--- src/rtl/dot_product_pkg.sv ---
// Shared helpers for the dot-product accumulator: tree depth, pipeline latency and width rules.
package dot_product_pkg;

    function automatic int unsigned clog2(input int unsigned n);
        int unsigned r;
        int unsigned v;
        r = 0;
        v = 1;
        while (v < n) begin
            v = v << 1;
            r++;
        end
        return r;
    endfunction

    // Cycles from the in_last sample edge to out_valid: product stage, tree levels, acc, output.
    function automatic int unsigned latency(input int unsigned tree_size);
        return clog2(tree_size) + 2;
    endfunction

    function automatic int unsigned tree_out_width(input int unsigned in_width,
                                                   input int unsigned leaves);
        return in_width + clog2(leaves);
    endfunction

    function automatic int unsigned min_acc_width(input int unsigned data_width,
                                                  input int unsigned tree_size);
        return tree_out_width(2 * data_width, tree_size);
    endfunction

endpackage

--- src/rtl/pipe_adder_tree.sv ---
// Registered, zero-padded, sign-extending adder tree: one register stage per tree level.
module pipe_adder_tree
    import dot_product_pkg::*;
#(
    parameter int unsigned LEAVES   = 16,
    parameter int unsigned IN_WIDTH = 16
) (
    input  logic                                        clk_i,
    input  logic [LEAVES*IN_WIDTH-1:0]                  leaves_i,
    output logic [tree_out_width(IN_WIDTH, LEAVES)-1:0] sum_o
);

    localparam int unsigned Depth    = clog2(LEAVES);
    localparam int unsigned SumWidth = tree_out_width(IN_WIDTH, LEAVES);
    localparam int unsigned Pad      = 1 << Depth;

    logic signed [SumWidth-1:0] leaf [Pad];

    genvar j, n;
    for (j = 0; j < Pad; j++) begin : g_leaf
        if (j < LEAVES) begin : g_real
            assign leaf[j] = SumWidth'($signed(leaves_i[j*IN_WIDTH +: IN_WIDTH]));
        end else begin : g_pad
            assign leaf[j] = '0;
        end
    end

    if (Depth == 0) begin : g_flat
        assign sum_o = leaf[0];
    end else begin : g_tree
        // Heap layout: node n has children 2n+1 and 2n+2; indices from Pad-1 up are leaves.
        logic signed [SumWidth-1:0] node_d [Pad-1];
        logic signed [SumWidth-1:0] node_q [Pad-1];

        for (n = 0; n < Pad - 1; n++) begin : g_node
            logic signed [SumWidth-1:0] lhs;
            logic signed [SumWidth-1:0] rhs;
            if (2 * n + 1 >= Pad - 1) begin : g_from_leaf
                assign lhs = leaf[2*n+1-(Pad-1)];
                assign rhs = leaf[2*n+2-(Pad-1)];
            end else begin : g_from_node
                assign lhs = node_q[2*n+1];
                assign rhs = node_q[2*n+2];
            end
            assign node_d[n] = lhs + rhs;
        end

        always_ff @(posedge clk_i) begin
            node_q <= node_d;
        end

        assign sum_o = node_q[0];
    end

endmodule

--- src/rtl/dot_product_acc.sv ---
// Pipelined signed dot product with frame accumulation.
// Optional output saturation is enabled by defining DOT_PRODUCT_SATURATE_EN.
module dot_product_acc
    import dot_product_pkg::*;
#(
    parameter int unsigned TREE_SIZE  = 16,
    parameter int unsigned DATA_WIDTH = 8,
    parameter int unsigned ACC_WIDTH  = 32,
    parameter int unsigned OUT_WIDTH  = 32
) (
    input  logic                             clock,
    input  logic                             reset,
    input  logic                             in_valid,
    input  logic                             in_last,
    input  logic [DATA_WIDTH*TREE_SIZE-1:0]  in,
    input  logic [DATA_WIDTH*TREE_SIZE-1:0]  kernel,
    output logic                             out_valid,
    output logic [OUT_WIDTH-1:0]             out,
    output logic                             out_sat
);

    localparam int unsigned ProdWidth = 2 * DATA_WIDTH;
    localparam int unsigned SumWidth  = tree_out_width(ProdWidth, TREE_SIZE);
    localparam int unsigned PipeDepth = latency(TREE_SIZE) - 1;

    if (TREE_SIZE < 1) begin : g_tree_size_chk
        $error("TREE_SIZE must be at least 1");
    end
    if (ACC_WIDTH < min_acc_width(DATA_WIDTH, TREE_SIZE)) begin : g_acc_width_chk
        $error("ACC_WIDTH too small for full-precision beat sums");
    end
    if (OUT_WIDTH > ACC_WIDTH) begin : g_out_width_chk
        $error("OUT_WIDTH must not exceed ACC_WIDTH");
    end

    logic [TREE_SIZE*ProdWidth-1:0] prod_d, prod_q;
    logic signed [SumWidth-1:0]     beat_sum;
    logic [ACC_WIDTH-1:0]           beat_ext;
    logic [PipeDepth-1:0]           vld_d, vld_q, lst_d, lst_q;
    logic [ACC_WIDTH-1:0]           acc_d, acc_q;
    logic                           open_d, open_q;
    logic                           done_d, done_q;
    logic [OUT_WIDTH-1:0]           out_d, out_q;
    logic                           out_sat_d, out_sat_q;
    logic                           out_valid_d, out_valid_q;

    always_comb begin
        prod_d = '0;
        for (int i = 0; i < TREE_SIZE; i++) begin
            prod_d[i*ProdWidth +: ProdWidth] =
                ProdWidth'($signed(in[i*DATA_WIDTH +: DATA_WIDTH])) *
                ProdWidth'($signed(kernel[i*DATA_WIDTH +: DATA_WIDTH]));
        end
    end

    always_ff @(posedge clock) begin
        prod_q <= prod_d;
    end

    pipe_adder_tree #(
        .LEAVES   (TREE_SIZE),
        .IN_WIDTH (ProdWidth)
    ) u_tree (
        .clk_i    (clock),
        .leaves_i (prod_q),
        .sum_o    (beat_sum)
    );

    assign beat_ext = ACC_WIDTH'(beat_sum);

    // Qualifiers ride alongside the data: stage 0 is the product register.
    always_comb begin
        vld_d    = '0;
        lst_d    = '0;
        vld_d[0] = in_valid;
        lst_d[0] = in_valid & in_last;
        for (int k = 1; k < PipeDepth; k++) begin
            vld_d[k] = vld_q[k-1];
            lst_d[k] = lst_q[k-1];
        end
    end

    always_comb begin
        acc_d  = acc_q;
        open_d = open_q;
        done_d = 1'b0;
        if (vld_q[PipeDepth-1]) begin
            acc_d  = (open_q ? acc_q : '0) + beat_ext;
            open_d = ~lst_q[PipeDepth-1];
            done_d = lst_q[PipeDepth-1];
        end
    end

    always_comb begin
        out_valid_d = done_q;
        out_d       = out_q;
        out_sat_d   = out_sat_q;
        if (done_q) begin
`ifdef DOT_PRODUCT_SATURATE_EN
            // In range iff every bit from the output sign bit upward matches.
            if ((&acc_q[ACC_WIDTH-1:OUT_WIDTH-1]) || !(|acc_q[ACC_WIDTH-1:OUT_WIDTH-1])) begin
                out_d     = acc_q[OUT_WIDTH-1:0];
                out_sat_d = 1'b0;
            end else begin
                out_d     = acc_q[ACC_WIDTH-1] ? {1'b1, {(OUT_WIDTH-1){1'b0}}}
                                               : {1'b0, {(OUT_WIDTH-1){1'b1}}};
                out_sat_d = 1'b1;
            end
`else
            out_d     = OUT_WIDTH'(acc_q);
            out_sat_d = 1'b0;
`endif
        end
    end

    always_ff @(posedge clock) begin
        if (!reset) begin
            vld_q       <= '0;
            lst_q       <= '0;
            acc_q       <= '0;
            open_q      <= 1'b0;
            done_q      <= 1'b0;
            out_q       <= '0;
            out_sat_q   <= 1'b0;
            out_valid_q <= 1'b0;
        end else begin
            vld_q       <= vld_d;
            lst_q       <= lst_d;
            acc_q       <= acc_d;
            open_q      <= open_d;
            done_q      <= done_d;
            out_q       <= out_d;
            out_sat_q   <= out_sat_d;
            out_valid_q <= out_valid_d;
        end
    end

    assign out_valid = out_valid_q;
    assign out       = out_q;
    assign out_sat   = out_sat_q;

endmodule
--- config.mk ---
export PLATFORM = sky130hd
export DESIGN_NAME = dot_product_acc
export DESIGN_NICKNAME = d
export VERILOG_FILES = /design/src/rtl/dot_product_pkg.sv /design/src/rtl/pipe_adder_tree.sv /design/src/rtl/dot_product_acc.sv
export SDC_FILE = /design/constraint.sdc
export NUM_CORES = 2
export LEC_CHECK = 0
export ABC_CLOCK_PERIOD_IN_PS = 5100
export CAP_MARGIN = 15
export CORE_MARGIN = 5
export CORE_UTILIZATION = 64
export DETAILED_ROUTE_END_ITERATION = 6
export GPL_ROUTABILITY_DRIVEN = 1
export PLACE_DENSITY = 0.82
export SLEW_MARGIN = 20
export SYNTH_ARGS = -nofsm -noshare
export SYNTH_HDL_FRONTEND = slang
export SYNTH_HIERARCHICAL = 1
export SYNTH_SLANG_ARGS = --single-unit
--- constraint.sdc ---
create_clock -name clock -period 5.1 [get_ports clock]
set_input_delay 0.51 -clock clock [delete_from_list [all_inputs] [get_ports clock]]
set_output_delay 0.51 -clock clock [all_outputs]
set_load 0.005 [all_outputs]
[Yosys cells after proc, flatten, opt, wreduce, memory -nomap -nowiden]
Cells that the tools add are included.
Operators by class
  add/sub/neg operators: 16
  multiply operators: 16
  multiplexer cells: 1
  bitwise operators: 2
  reductions and logical operators: 1
Operator list (number)
  $mul A8 B8 Y16: 16
  $add A20 B20 Y20: 7
  $add A16 B16 Y17: 8
  $add A32 B32 Y32: 1
  $mux W32: 1
  $reduce_and A2 Y1: 1
  $and A1 B1 Y1: 1
  $not A1 Y1: 1
Storage, ports and cells
  bits in registers: 633
  output and inout port bits: 34

[Logic depth before layout (Yosys ltp)]
  depth after elaboration: 2
  mapped depth: 20
  depth with buffers taken out: 20

[Modules after synthesis]
The synthesis kept the hierarchy.
Modules (own cells, without submodules)
  dot_product_acc: instances 1, cells an instance 5351, area each 49521.2 µm², seq. area each 6666.4 µm²
  pipe_adder_tree: instances 1, cells an instance 1973, area each 17603.1 µm², seq. area each 5365.1 µm²

[Worst setup path before layout]
No wires, ideal clock.
  kind: in2reg
  from: input port in[109]
  to: register prod_q[222]
  setup time: 79 ps
  arrival: 4275 ps
  data required time: 5021 ps
  path slack: 746 ps
  stages on the path: 17
  cell sequence: and2_1 fa_1 inv_1 fa_1 inv_1 fa_1 inv_1 fa_1 inv_1 ha_1 o21ai_0 a21boi_1 o21ai_0 a21boi_1 o21ai_0 or4b_1 o211ai_1
On the way
  longest elaborated chain between the ends: 1
RTL lines
  from (decl): RTL line dot_product_acc.sv:15  | input logic [DATA_WIDTH*TREE_SIZE-1:0] in,
  $mul A8 B8 Y16: RTL line dot_product_acc.sv:51  | ProdWidth'($signed(in[i*DATA_WIDTH +: DATA_WIDTH])) *
  net prod_d[222]: RTL line dot_product_acc.sv:36  | logic [TREE_SIZE*ProdWidth-1:0] prod_d, prod_q;
  to (signal assigned): RTL line dot_product_acc.sv:57  | prod_q <= prod_d;
  to (decl): RTL line dot_product_acc.sv:36
The timed path passes the listed nets, and every way through them passes these cells.
A chain may end at the register's enable or synchronous reset.

[Worst setup path in the final report]
  from: input port kernel[68]
  to: register prod_q[142]
On the way
  longest elaborated chain between the ends: 1
RTL lines
  from (decl): RTL line dot_product_acc.sv:16  | input logic [DATA_WIDTH*TREE_SIZE-1:0] kernel,
  $mul A8 B8 Y16: RTL line dot_product_acc.sv:51
  net prod_d[142]: RTL line dot_product_acc.sv:36
The timed path passes the listed nets, and every way through them passes these cells.

==> summary.txt <==
r2r endpoint - acc_q[30]
outcome - complete, no violations
Critical Path Start Type - input pin
top-count cell post-synth - inv_1
fmax - 214 MHz
share of post-route cells with drive strength above 1 - 5.88%
mapped cell area - 67100 µm²
Final Max Tran Viols - 0
final count of hold timing violations - 0
Vias/cell - 5.45
1st-iter DRT viols - 2572
critical path, cell by cell - clkdlybuf4s50_1 > and2_1 > fa_1 > inv_1 > fa_1 > inv_1 > fa_1 > inv_1 > fa_1 > inv_1 > ha_1 > o21ai_0 > a21boi_0 > o21ai_0 > a21boi_0 > o21ai_0 > nand2_1 > o311ai_1
Pre-antenna DRT Iters - 5
P_leak - 37.2 nW
Synth top area share - 26.7%
Crit path depth - 18
RePlAce Congestion - 0.921
Synth warnings - 6
CTS H-tree depth - 2
worst ir drop on vdd - 433 µV
Top delay family on crit path - adder cells
RSZ-0062 raised after global routing - no
Synth area leader - fa_1
DP Wirelength - 126 mm
Clock Pin Slew Worst Setup and Hold Paths - 0.06 ns
Resized cells post-CTS - 0
Finish-stage setup viols - 0
maximum clock path buffer count - 3
pin slew with the least headroom to its limit - 1.05 ns
Post-CTS Setup Inserts - 0
PD cells - 602 nW/µm²
WS Path Type - input pin to register
crit path capture - prod_q[142]
Setup WS post-layout - 0.423 ns
asr flop ratio synth - 0%
Root Driver - clkbuf_16
number of global-route vias before repair - 54153
# port buffers - 292
Crit path largest cell delay - 0.54 ns
synth-to-layout area growth - 13.0%
global-route wire length before repair - 253 mm
required time of the critical path - 5.64 ns
Post-Synthesis Net Count - 9226
worst slack, placed - -0.141 ns
worst path arrival time - 5.22 ns
clk_lat worst skew - 0.64 ns
CP Max Fanout - 6
initial antenna violation count - 7
IO Count - 294
wire per inst - 15.9 µm
clock sink total - 601
Reg2Reg Depth - 12
site row count - 118
Hold Crit Class - register to register
final setup TNS - 0 ns
Starting Density - 64.7%
Worst R2R Setup Slack - 1.86 ns
Num CTS Buffers - 61
largest net degree at the start of global routing - 39
total track usage - 26.9%
FF+latch count, synth - 601
core area - 104000 µm²
synth unique cells - 87
Residual DRC - 0
Synth Flop Type - dfxtp_1
DR vias - 50894
CP Capture Type - register
fin crit share - 91.7%
Mapped Avg Cell Area - 9.16 µm²
register area share after synthesis - 17.9%
synth cell count leaders - inv_1, fa_1, ha_1
Setup Skew - 0.0196 ns
worst reg2reg path startpoint - open_q
layout net count - 9797
Die X - 334 µm
maxcap violations - 0
grt ovf - 0
worst relative slew slack - 30.3%
Die Ht - 334 µm
Fin Hold WS - 0.435 ns
WP buf/inv - 5
die area - 111000 µm²
slowest stage cell on the critical path - fa_1
WL final - 148 mm
CTS tree - yes
Final Critical Period - 4.68 ns
Post-synth EDFFs - 0
Synth area leaders - fa_1, dfxtp_1, ha_1, inv_1, and2_1
start point of the critical path - kernel[68]
# hold bufs at CTS - 0
Post-Synthesis Cells - 7324
ANT nets after route - 0
## cells by family (layout without fill, tap and decap cells)
logic type / Yosys count / after routing / share of synthesized area [%]
muxes: 69 / 69 / 1.06
and+or+nand+nor: 2012 / 2012 / 15.9
xor gates and xnor gates: 432 / 432 / 5.64
AOI/OAI and AO/OA: 1029 / 1029 / 10.2
adders and majority gates: 1642 / 1642 / 40.6
other: 1 / 6 / 0.00559
buffers and inverters: 1538 / 2160 / 8.63
DFF: 601 / 601 / 17.9
## cell usage in the layout (no fill, tap or decap), types with 15 or more instances in the layout
master / netlist / routed
nand4_1: 23 / 23
a31oi_1: 32 / 32
a211oi_1: 41 / 41
buf_4: 1 / 292
o311a_1: 15 / 15
and2_1: 732 / 732
mux2i_1: 55 / 55
o31ai_1: 15 / 15
nand2b_1: 75 / 75
a21boi_0: 45 / 45
a211o_1: 29 / 29
o21ai_0: 177 / 177
a2111oi_0: 15 / 15
clkbuf_16: 0 / 61
a21oi_1: 257 / 257
clkdlybuf4s50_1: 0 / 292
o21bai_1: 46 / 46
nand3_1: 102 / 102
nor2_1: 302 / 302
dfxtp_1: 601 / 600
a21o_1: 145 / 145
nand2_1: 410 / 410
nor3_1: 80 / 80
or2_2: 26 / 26
xor2_1: 98 / 98
o211ai_1: 15 / 15
or3_1: 25 / 25
ha_1: 746 / 746
o21a_1: 49 / 49
xnor2_1: 334 / 334
inv_1: 1462 / 1461
fa_1: 896 / 896
and3_1: 42 / 42
nor2b_1: 145 / 145
## final cells by class
| cell class | instances | area [µm²] |
|---|---|---|
| antenna | 5 | 12.5 |
| clock buffer | 74 | 1640 |
| clock inverter | 40 | 514 |
| fill | 7574 | 28000 |
| inverter | 1462 | 5490 |
| multi-input combinational | 5185 | 49300 |
| sequential | 601 | 12000 |
| tap | 1380 | 1730 |
| timing repair buffer | 584 | 5110 |
## where the power goes
| part | internal, mW | total (mW) | switching [mW] |
|---|---|---|---|
| Sequential | 7.24 | 8.38 | 1.15 |
| Clock | 2.77 | 4.75 | 1.98 |
| Combinational | 14.5 | 32.5 | 18.0 |
## metrics by stage
| stage | util [%] | std cells | total power, mW | area, µm² |
|---|---|---|---|---|
| after detailed placement | 71.0 | 9212 | 40.5 | 73700 |
| after global placement | 71.0 | 9212 | 39.5 | 73700 |
| after global routing | 73.1 | 9331 | 50.3 | 75800 |
| final | 73.1 | 9331 | 45.6 | 75800 |
| after CTS | 73.0 | 9326 | 45.6 | 75800 |
| after floorplan | - | 7324 | 32.6 | 67100 |
## registers in the layout, indices dropped and copies added, names as in the netlist
name / flops
acc_q: 32
done_q: 1
lst_q: 5
open_q: 1
out: 32
out_valid: 1
prod_q: 256
u_tree/g_tree.g_node.lhs: 124
u_tree/g_tree.g_node.rhs: 124
u_tree/sum_o: 20
vld_q: 5
## worst min path at each step
stage / startpoint / to / slack [ns] / cells after the start
after floorplan: lst_q[0] / lst_q[1] / 0.41 / 1
after global placement: vld_q[3] / vld_q[4] / 0.42 / 1
after detailed placement: vld_q[2] / vld_q[3] / 0.42 / 1
after CTS: in_last / lst_q[0] / 0.43 / 2
after global routing: lst_q[2] / lst_q[3] / 0.45 / 1
final: vld_q[1] / vld_q[2] / 0.44 / 1
## layer usage
metal  global-route usage, %  share of wire (%)  vias up  wire (µm)
li1                        -                  -    24454          -
met1                    34.4                 42    24924      62500
met2                    47.5                 49     1183      73200
met3                    3.17                4.7      331       6920
met4                    9.51                3.8        2       5570
met5                       0             0.0081        -         12
Power figures use the tool's default switching activity.
